$ cat src/rtl/cam_pattern_stream.sv
// Synthetic camera pixel source: raster frames of test patterns on a
// valid/ready stream with SOF/EOL markers, blanking and backpressure.
module cam_pattern_stream #(
    parameter int unsigned IMG_WIDTH  = 640,
    parameter int unsigned IMG_HEIGHT = 480,
    parameter int unsigned DATA_WIDTH = 8,
    parameter int unsigned CHANNELS   = 1,
    parameter int unsigned H_BLANK    = 0,
    parameter int unsigned V_BLANK    = 0
) (
    input  logic                               clk,
    input  logic                               rst,
    input  logic                               enable,
    input  logic [1:0]                         mode,
    output logic                               m_valid,
    input  logic                               m_ready,
    output logic [CHANNELS*DATA_WIDTH-1:0]     m_data,
    output logic                               m_sof,
    output logic                               m_eol,
    output logic [$clog2(IMG_WIDTH)-1:0]       hcount,
    output logic [$clog2(IMG_HEIGHT)-1:0]      vcount,
    output logic [15:0]                        frame_cnt,
    output logic                               busy
);

    localparam int unsigned HW    = $clog2(IMG_WIDTH);
    localparam int unsigned VW    = $clog2(IMG_HEIGHT);
    localparam int unsigned PW    = CHANNELS * DATA_WIDTH;
    localparam int unsigned BMAX  = (H_BLANK > V_BLANK) ? H_BLANK : V_BLANK;
    localparam int unsigned BW    = (BMAX < 2) ? 1 : $clog2(BMAX);
    localparam int unsigned FCW   = 16;

    typedef enum logic [1:0] {
        ST_IDLE,
        ST_ACTIVE,
        ST_HBLANK,
        ST_VBLANK
    } state_e;

    state_e              state_q, state_d;
    logic [HW-1:0]       hcount_q, hcount_d;
    logic [VW-1:0]       vcount_q, vcount_d;
    logic [FCW-1:0]      frame_cnt_q, frame_cnt_d;
    logic [1:0]          mode_q, mode_d;
    logic [BW-1:0]       blank_q, blank_d;
    logic                m_valid_q, m_valid_d;
    logic [PW-1:0]       m_data_q, m_data_d;
    logic                m_sof_q, m_sof_d;
    logic                m_eol_q, m_eol_d;
    logic                busy_q, busy_d;
    logic                boundary;
    logic [DATA_WIDTH-1:0] base;

    // Base value of the selected test pattern at one raster position.
    function automatic logic [DATA_WIDTH-1:0] pattern_base(
        input logic [1:0]     md,
        input logic [HW-1:0]  h,
        input logic [VW-1:0]  v,
        input logic [FCW-1:0] fc
    );
        logic [DATA_WIDTH-1:0] b;
        case (md)
            2'd0:    b = DATA_WIDTH'(h);
            2'd1:    b = DATA_WIDTH'(v);
            2'd2:    b = (((32'(h) ^ 32'(v)) & 32'd8) != 32'd0) ? '1 : '0;
            default: b = DATA_WIDTH'(32'(h) + 32'(v) + 32'(fc));
        endcase
        return b;
    endfunction

    // State and output registers; reset aborts any frame in progress.
    always_ff @(posedge clk or posedge rst) begin
        if (rst) begin
            state_q     <= ST_IDLE;
            hcount_q    <= '0;
            vcount_q    <= '0;
            frame_cnt_q <= '0;
            mode_q      <= '0;
            blank_q     <= '0;
            m_valid_q   <= 1'b0;
            m_data_q    <= '0;
            m_sof_q     <= 1'b0;
            m_eol_q     <= 1'b0;
            busy_q      <= 1'b0;
        end else begin
            state_q     <= state_d;
            hcount_q    <= hcount_d;
            vcount_q    <= vcount_d;
            frame_cnt_q <= frame_cnt_d;
            mode_q      <= mode_d;
            blank_q     <= blank_d;
            m_valid_q   <= m_valid_d;
            m_data_q    <= m_data_d;
            m_sof_q     <= m_sof_d;
            m_eol_q     <= m_eol_d;
            busy_q      <= busy_d;
        end
    end

    // Raster sequencing, blanking and frame-boundary run/mode decision;
    // outputs are derived from the next position so they register with it.
    always_comb begin
        state_d     = state_q;
        hcount_d    = hcount_q;
        vcount_d    = vcount_q;
        frame_cnt_d = frame_cnt_q;
        mode_d      = mode_q;
        blank_d     = blank_q;
        boundary    = 1'b0;

        case (state_q)
            ST_IDLE: begin
                if (enable) begin
                    mode_d   = mode;
                    hcount_d = '0;
                    vcount_d = '0;
                    state_d  = ST_ACTIVE;
                end
            end
            ST_ACTIVE: begin
                if (m_valid_q && m_ready) begin
                    if (hcount_q != HW'(IMG_WIDTH - 1)) begin
                        hcount_d = hcount_q + HW'(1);
                    end else if (vcount_q != VW'(IMG_HEIGHT - 1)) begin
                        hcount_d = '0;
                        vcount_d = vcount_q + VW'(1);
                        if (H_BLANK != 0) begin
                            state_d = ST_HBLANK;
                            blank_d = BW'(H_BLANK - 1);
                        end
                    end else begin
                        frame_cnt_d = frame_cnt_q + FCW'(1);
                        hcount_d    = '0;
                        vcount_d    = '0;
                        if (V_BLANK != 0) begin
                            state_d = ST_VBLANK;
                            blank_d = BW'(V_BLANK - 1);
                        end else begin
                            boundary = 1'b1;
                        end
                    end
                end
            end
            ST_HBLANK: begin
                if (blank_q == '0) begin
                    state_d = ST_ACTIVE;
                end else begin
                    blank_d = blank_q - BW'(1);
                end
            end
            ST_VBLANK: begin
                if (blank_q == '0) begin
                    boundary = 1'b1;
                end else begin
                    blank_d = blank_q - BW'(1);
                end
            end
        endcase

        // A completed frame either chains into the next one or parks in IDLE.
        if (boundary) begin
            if (enable) begin
                mode_d  = mode;
                state_d = ST_ACTIVE;
            end else begin
                state_d = ST_IDLE;
            end
        end

        m_valid_d = (state_d == ST_ACTIVE);
        busy_d    = (state_d != ST_IDLE);
        base      = pattern_base(mode_d, hcount_d, vcount_d, frame_cnt_d);
        m_data_d  = '0;
        m_sof_d   = 1'b0;
        m_eol_d   = 1'b0;
        if (m_valid_d) begin
            for (int c = 0; c < int'(CHANNELS); c++) begin
                m_data_d[c*DATA_WIDTH +: DATA_WIDTH] = base + DATA_WIDTH'(c);
            end
            m_sof_d = (hcount_d == '0) && (vcount_d == '0);
            m_eol_d = (hcount_d == HW'(IMG_WIDTH - 1));
        end
    end

    assign m_valid   = m_valid_q;
    assign m_data    = m_data_q;
    assign m_sof     = m_sof_q;
    assign m_eol     = m_eol_q;
    assign hcount    = hcount_q;
    assign vcount    = vcount_q;
    assign frame_cnt = frame_cnt_q;
    assign busy      = busy_q;

endmodule

$ cat config.mk
export PLATFORM = sky130hd
export DESIGN_NAME = cam_pattern_stream
export DESIGN_NICKNAME = d
export VERILOG_FILES = /design/src/rtl/cam_pattern_stream.sv
export SDC_FILE = /design/constraint.sdc
export NUM_CORES = 1
export LEC_CHECK = 0
export BUFFER_PORTS_ARGS = -buffer_cell sky130_fd_sc_hd__buf_4
export CAP_MARGIN = 20
export CELL_PAD_IN_SITES_DETAIL_PLACEMENT = 1
export CELL_PAD_IN_SITES_GLOBAL_PLACEMENT = 1
export CORE_ASPECT_RATIO = 0.8
export CORE_MARGIN = 2
export CORE_UTILIZATION = 44
export CTS_CLUSTER_DIAMETER = 120
export CTS_CLUSTER_SIZE = 20
export DETAILED_ROUTE_END_ITERATION = 12
export GPL_TIMING_DRIVEN = 0
export PLACE_DENSITY_LB_ADDON = 0.1
export SYNTH_ARGS = -nofsm -noshare
export SYNTH_HDL_FRONTEND = slang
export SYNTH_SLANG_ARGS = --single-unit
export TNS_END_PERCENT = 10
$ cat constraint.sdc
create_clock -name clk -period 4.05 [get_ports clk]
set_input_delay 0.2025 -clock clk [delete_from_list [all_inputs] [get_ports clk]]
set_output_delay 0.2025 -clock clk [all_outputs]
set_load 0.01 [all_outputs]
==> load_flow_metrics.sql <==
INSERT INTO impl_metrics (metric_group, metric, value, unit) VALUES
('die', 'initial_core_util', '45.38', '%'),
('global_routing', 'grt_pass1_vias', '2892', ''),
('worst_setup_path', 'cp_cell_sequence', 'ha_4 -> and3_1 -> nand4_1 -> o21ai_0 -> fa_1 -> ha_1 -> o21a_1 -> o21a_1 -> o211ai_1 -> xnor2_1 -> xnor2_1 -> o21ai_1', ''),
('timing', 'worst_clock_skew', '8.683', 'ps'),
('clock_network', 'h-tree-depth', '2', ''),
('detailed_routing', 'viasPerCell', '5.699', ''),
('logic_synthesis', 'synthesis.yosys.warnings', '0', ''),
('timing', 'hold_viol_final', '0', ''),
('die', 'die_area', '0.008381', 'mm^2'),
('detailed_routing', 'drc', '0', ''),
('global_routing', 'global_route_wire_length_before_repair', '15.69', 'mm'),
('final_layout', 'final_area', '0.004419', 'mm^2'),
('worst_setup_path', 'timing.critical_path.max_delay_family', 'compound AO/OA/AOI/OAI gates', ''),
('final_layout', 'finish.utilization', '59.50', '%'),
('detailed_routing', 'num_vias', '3049', ''),
('clock_network', 'clkLatencyLatePin', '310', 'ps'),
('worst_setup_path', 'cp.arrival', '4160', 'ps'),
('timing', 'worst-slew-pin-transition', '1127', 'ps'),
('hold_path', 'tightest_hold_check_type', 'input port to async pin', ''),
('job', 'cap_viol_max_count', '0', ''),
('pwr', 'report.power.total', '0.001330', 'W'),
('worst_setup_path', 'timing.critical_path.required', '4250', 'ps'),
('clock_network', 'tritoncts_buffer_count', '5', ''),
('final_layout', 'antenna_diode_count', '0', ''),
('timing', 'drv_slew', '0', ''),
('worst_setup_path', 'critPathLaunchType', 'flop', ''),
('global_routing', 'groute.usage.overall', '24.62', '%'),
('logic_synthesis', 'synth_area_per_cell', '9.827', 'um^2'),
('logic_synthesis', 'post_synthesis_cell_area', '0.003371', 'mm^2'),
('place', 'place_inst', '501', ''),
('pwr', 'cellLeakagePower', '2.089', 'nW'),
('worst_setup_path', 'cp_slowest_cell', 'sky130_fd_sc_hd__o21ai_0', ''),
('timing', 'max_slew_margin', '24.08', '%'),
('final_layout', 'final_layout_size_suffix_gt1_share', '36.74', '%'),
('timing', 'setup_tns', '0', 'ps'),
('timing', 'fin_crit', '3966', 'ps'),
('timing', 'fmax', '252.1', 'MHz'),
('timing', 'report.final.setup_viol', '0', ''),
('final_layout', 'area.sequential', '0.001286', 'mm^2'),
('final_layout', 'final_stage_net_count', '453', ''),
('detailed_routing', 'dr.first_iter.drc_count', '115', ''),
('timing', 'timing.final.crit_share', '97.94', '%'),
('logic_synthesis', 'async_reset_ff_share', '100.0', '%'),
('detailed_routing', 'wl_per_cell', '19.96', 'um'),
('outcome', 'status', 'finished, final reports clean', ''),
('clock_network', 'cts_sinks', '51', ''),
('die', 'ioPinCount', '53', ''),
('final_layout', 'layoutNonFillerInstCount', '535', ''),
('place', 'port_buffer_count', '52', ''),
('logic_synthesis', 'syn_inst', '343', ''),
('place', 'place.gp.congestion', '0.8113', ''),
('die', 'dieWidth', '101.9', 'um'),
('logic_synthesis', 'synth_seq_cells', '51', ''),
('logic_synthesis', 'ys_types', '76', ''),
('clock_network', 'path_clk_slew', '110', 'ps'),
('worst_setup_path', 'timing.setup.critical_path_class', 'flop to flop', ''),
('detailed_routing', 'postRouteAntennaNets', '0', ''),
('final_layout', 'area_growth', '31.11', '%'),
('worst_setup_path', 'critical_path.max_fanout', '5', ''),
('worst_setup_path', 'cp-end-kind', 'flop', ''),
('logic_synthesis', 'synthesis.nets', '367', ''),
('final_layout', 'multiInputGateArea', '0.002098', 'mm^2'),
('final_layout', 'fillers', '843', ''),
('die', 'standard_cell_rows', '28', ''),
('worst_setup_path', 'critPathBufInv', '0', ''),
('place', 'detailedPlacementHpwl', '7.479', 'mm'),
('logic_synthesis', 'yosysSeqAreaShare', '37.86', '%'),
('die', 'core_area', '0.007427', 'mm^2'),
('clock_network', 'tritoncts', 'done', ''),
('logic_synthesis', 'synth-edff-count', '0', ''),
('detailed_routing', 'firstDrtPassIters', '4', '');
==> metal layers <==
| metal | vias up | global-route usage [%] | wire [um] |
|---|---|---|---|
| met5 | - | 0 | 0 |
| met4 | 0 | 2.800 | 34 |
| met3 | 5 | 2.946 | 690 |
| met2 | 72 | 39.67 | 5197 |
| met1 | 1560 | 36.90 | 4756 |
| li1 | 1412 | - | - |
==> per-stage QoR <==
stage / hold slack [ps] / worst slack [ps]
2_1_floorplan: 503.9 / 276.3
3_3_place_gp: 456.7 / -262.8
3_5_place_dp: 164.2 / -336.0
4_1_cts: 382.0 / 5.999
5_1_grt: 393.9 / -58.24
6_report: 372.9 / 83.63
==> repair_timing <==
action | 4_1_cts | 5_1_grt
pin swaps | 4 | 15
hold buffers | 1 | 0
buffers inserted | 6 | 19
resized for setup | 14 | 34
endpoints found under the hold margin | 10 | 0
endpoints found under the setup margin | 3 | 3
==> power breakdown <==
group,internal (W),leakage [nW],switching (W)
clock,0.000129,0.0467,0.000204
combinational,0.000183,1.37,0.000221
sequential,0.000552,0.671,0.0000400
==> logic make-up after synthesis <==
logic type      synth area share (%)
xor+xnor                       5.197
flops                          37.86
buf+inv                        5.754
compound gates                 16.15
other cells                   0.1113
fa+ha+maj                      8.463
mux                            2.004
simple gates                   24.46
==> tightest hold or removal path, delay by kind of cell <==
kind | cells | cell delay [ps]
buf+inv | 3 | 880
==> Yosys cell counts (9+ instances only) <==
cell type / count / share of area (%)
sky130_fd_sc_hd__dfrtp_1: 51 / 38
sky130_fd_sc_hd__nand2_1: 34 / 3.8
sky130_fd_sc_hd__ha_1: 10 / 3.7
sky130_fd_sc_hd__nor3_1: 10 / 1.5
sky130_fd_sc_hd__nor2_1: 19 / 2.1
sky130_fd_sc_hd__o21ai_0: 11 / 1.6
sky130_fd_sc_hd__nand4_1: 9 / 1.7
sky130_fd_sc_hd__a21oi_1: 14 / 2.1
sky130_fd_sc_hd__xor2_1: 9 / 2.3
sky130_fd_sc_hd__xnor2_1: 11 / 2.9
sky130_fd_sc_hd__nand3_1: 11 / 1.6
sky130_fd_sc_hd__inv_1: 21 / 2.3
==> final timing paths <==
kind | start | endpoint | slack, ps | cells after the start
max reg2reg | hcount[0] | m_data[7] | 80 | 12
max | hcount[0] | m_data[7] | 80 | 12
min | rst | vcount[8] | 370 | 3
max in group asynchronous | rst | hcount[6] | 3150 | 4
min in group clk | frame_cnt[15] | frame_cnt[15] | 470 | 1
min reg2reg | frame_cnt[15] | frame_cnt[15] | 470 | 1
==> state kept, by name, summed over array words and instances, names as in the netlist <==
name	flops
frame_cnt	16
hcount	10
vcount	9
m_data	8
mode_q	2
state_q	2
busy	1
m_eol	1
m_sof	1
m_valid	1
==> area by class of cell <==
class / instances / area share, %
clock inverter: 3 / 0.6229
inverter: 22 / 1.869
timing repair buffer: 79 / 13.84
sequential: 51 / 29.11
multi-input combinational: 259 / 47.48
clock buffer: 5 / 1.557
buffer: 11 / 2.548
tap: 105 / 2.973
(Power assumes the default switching activity.)
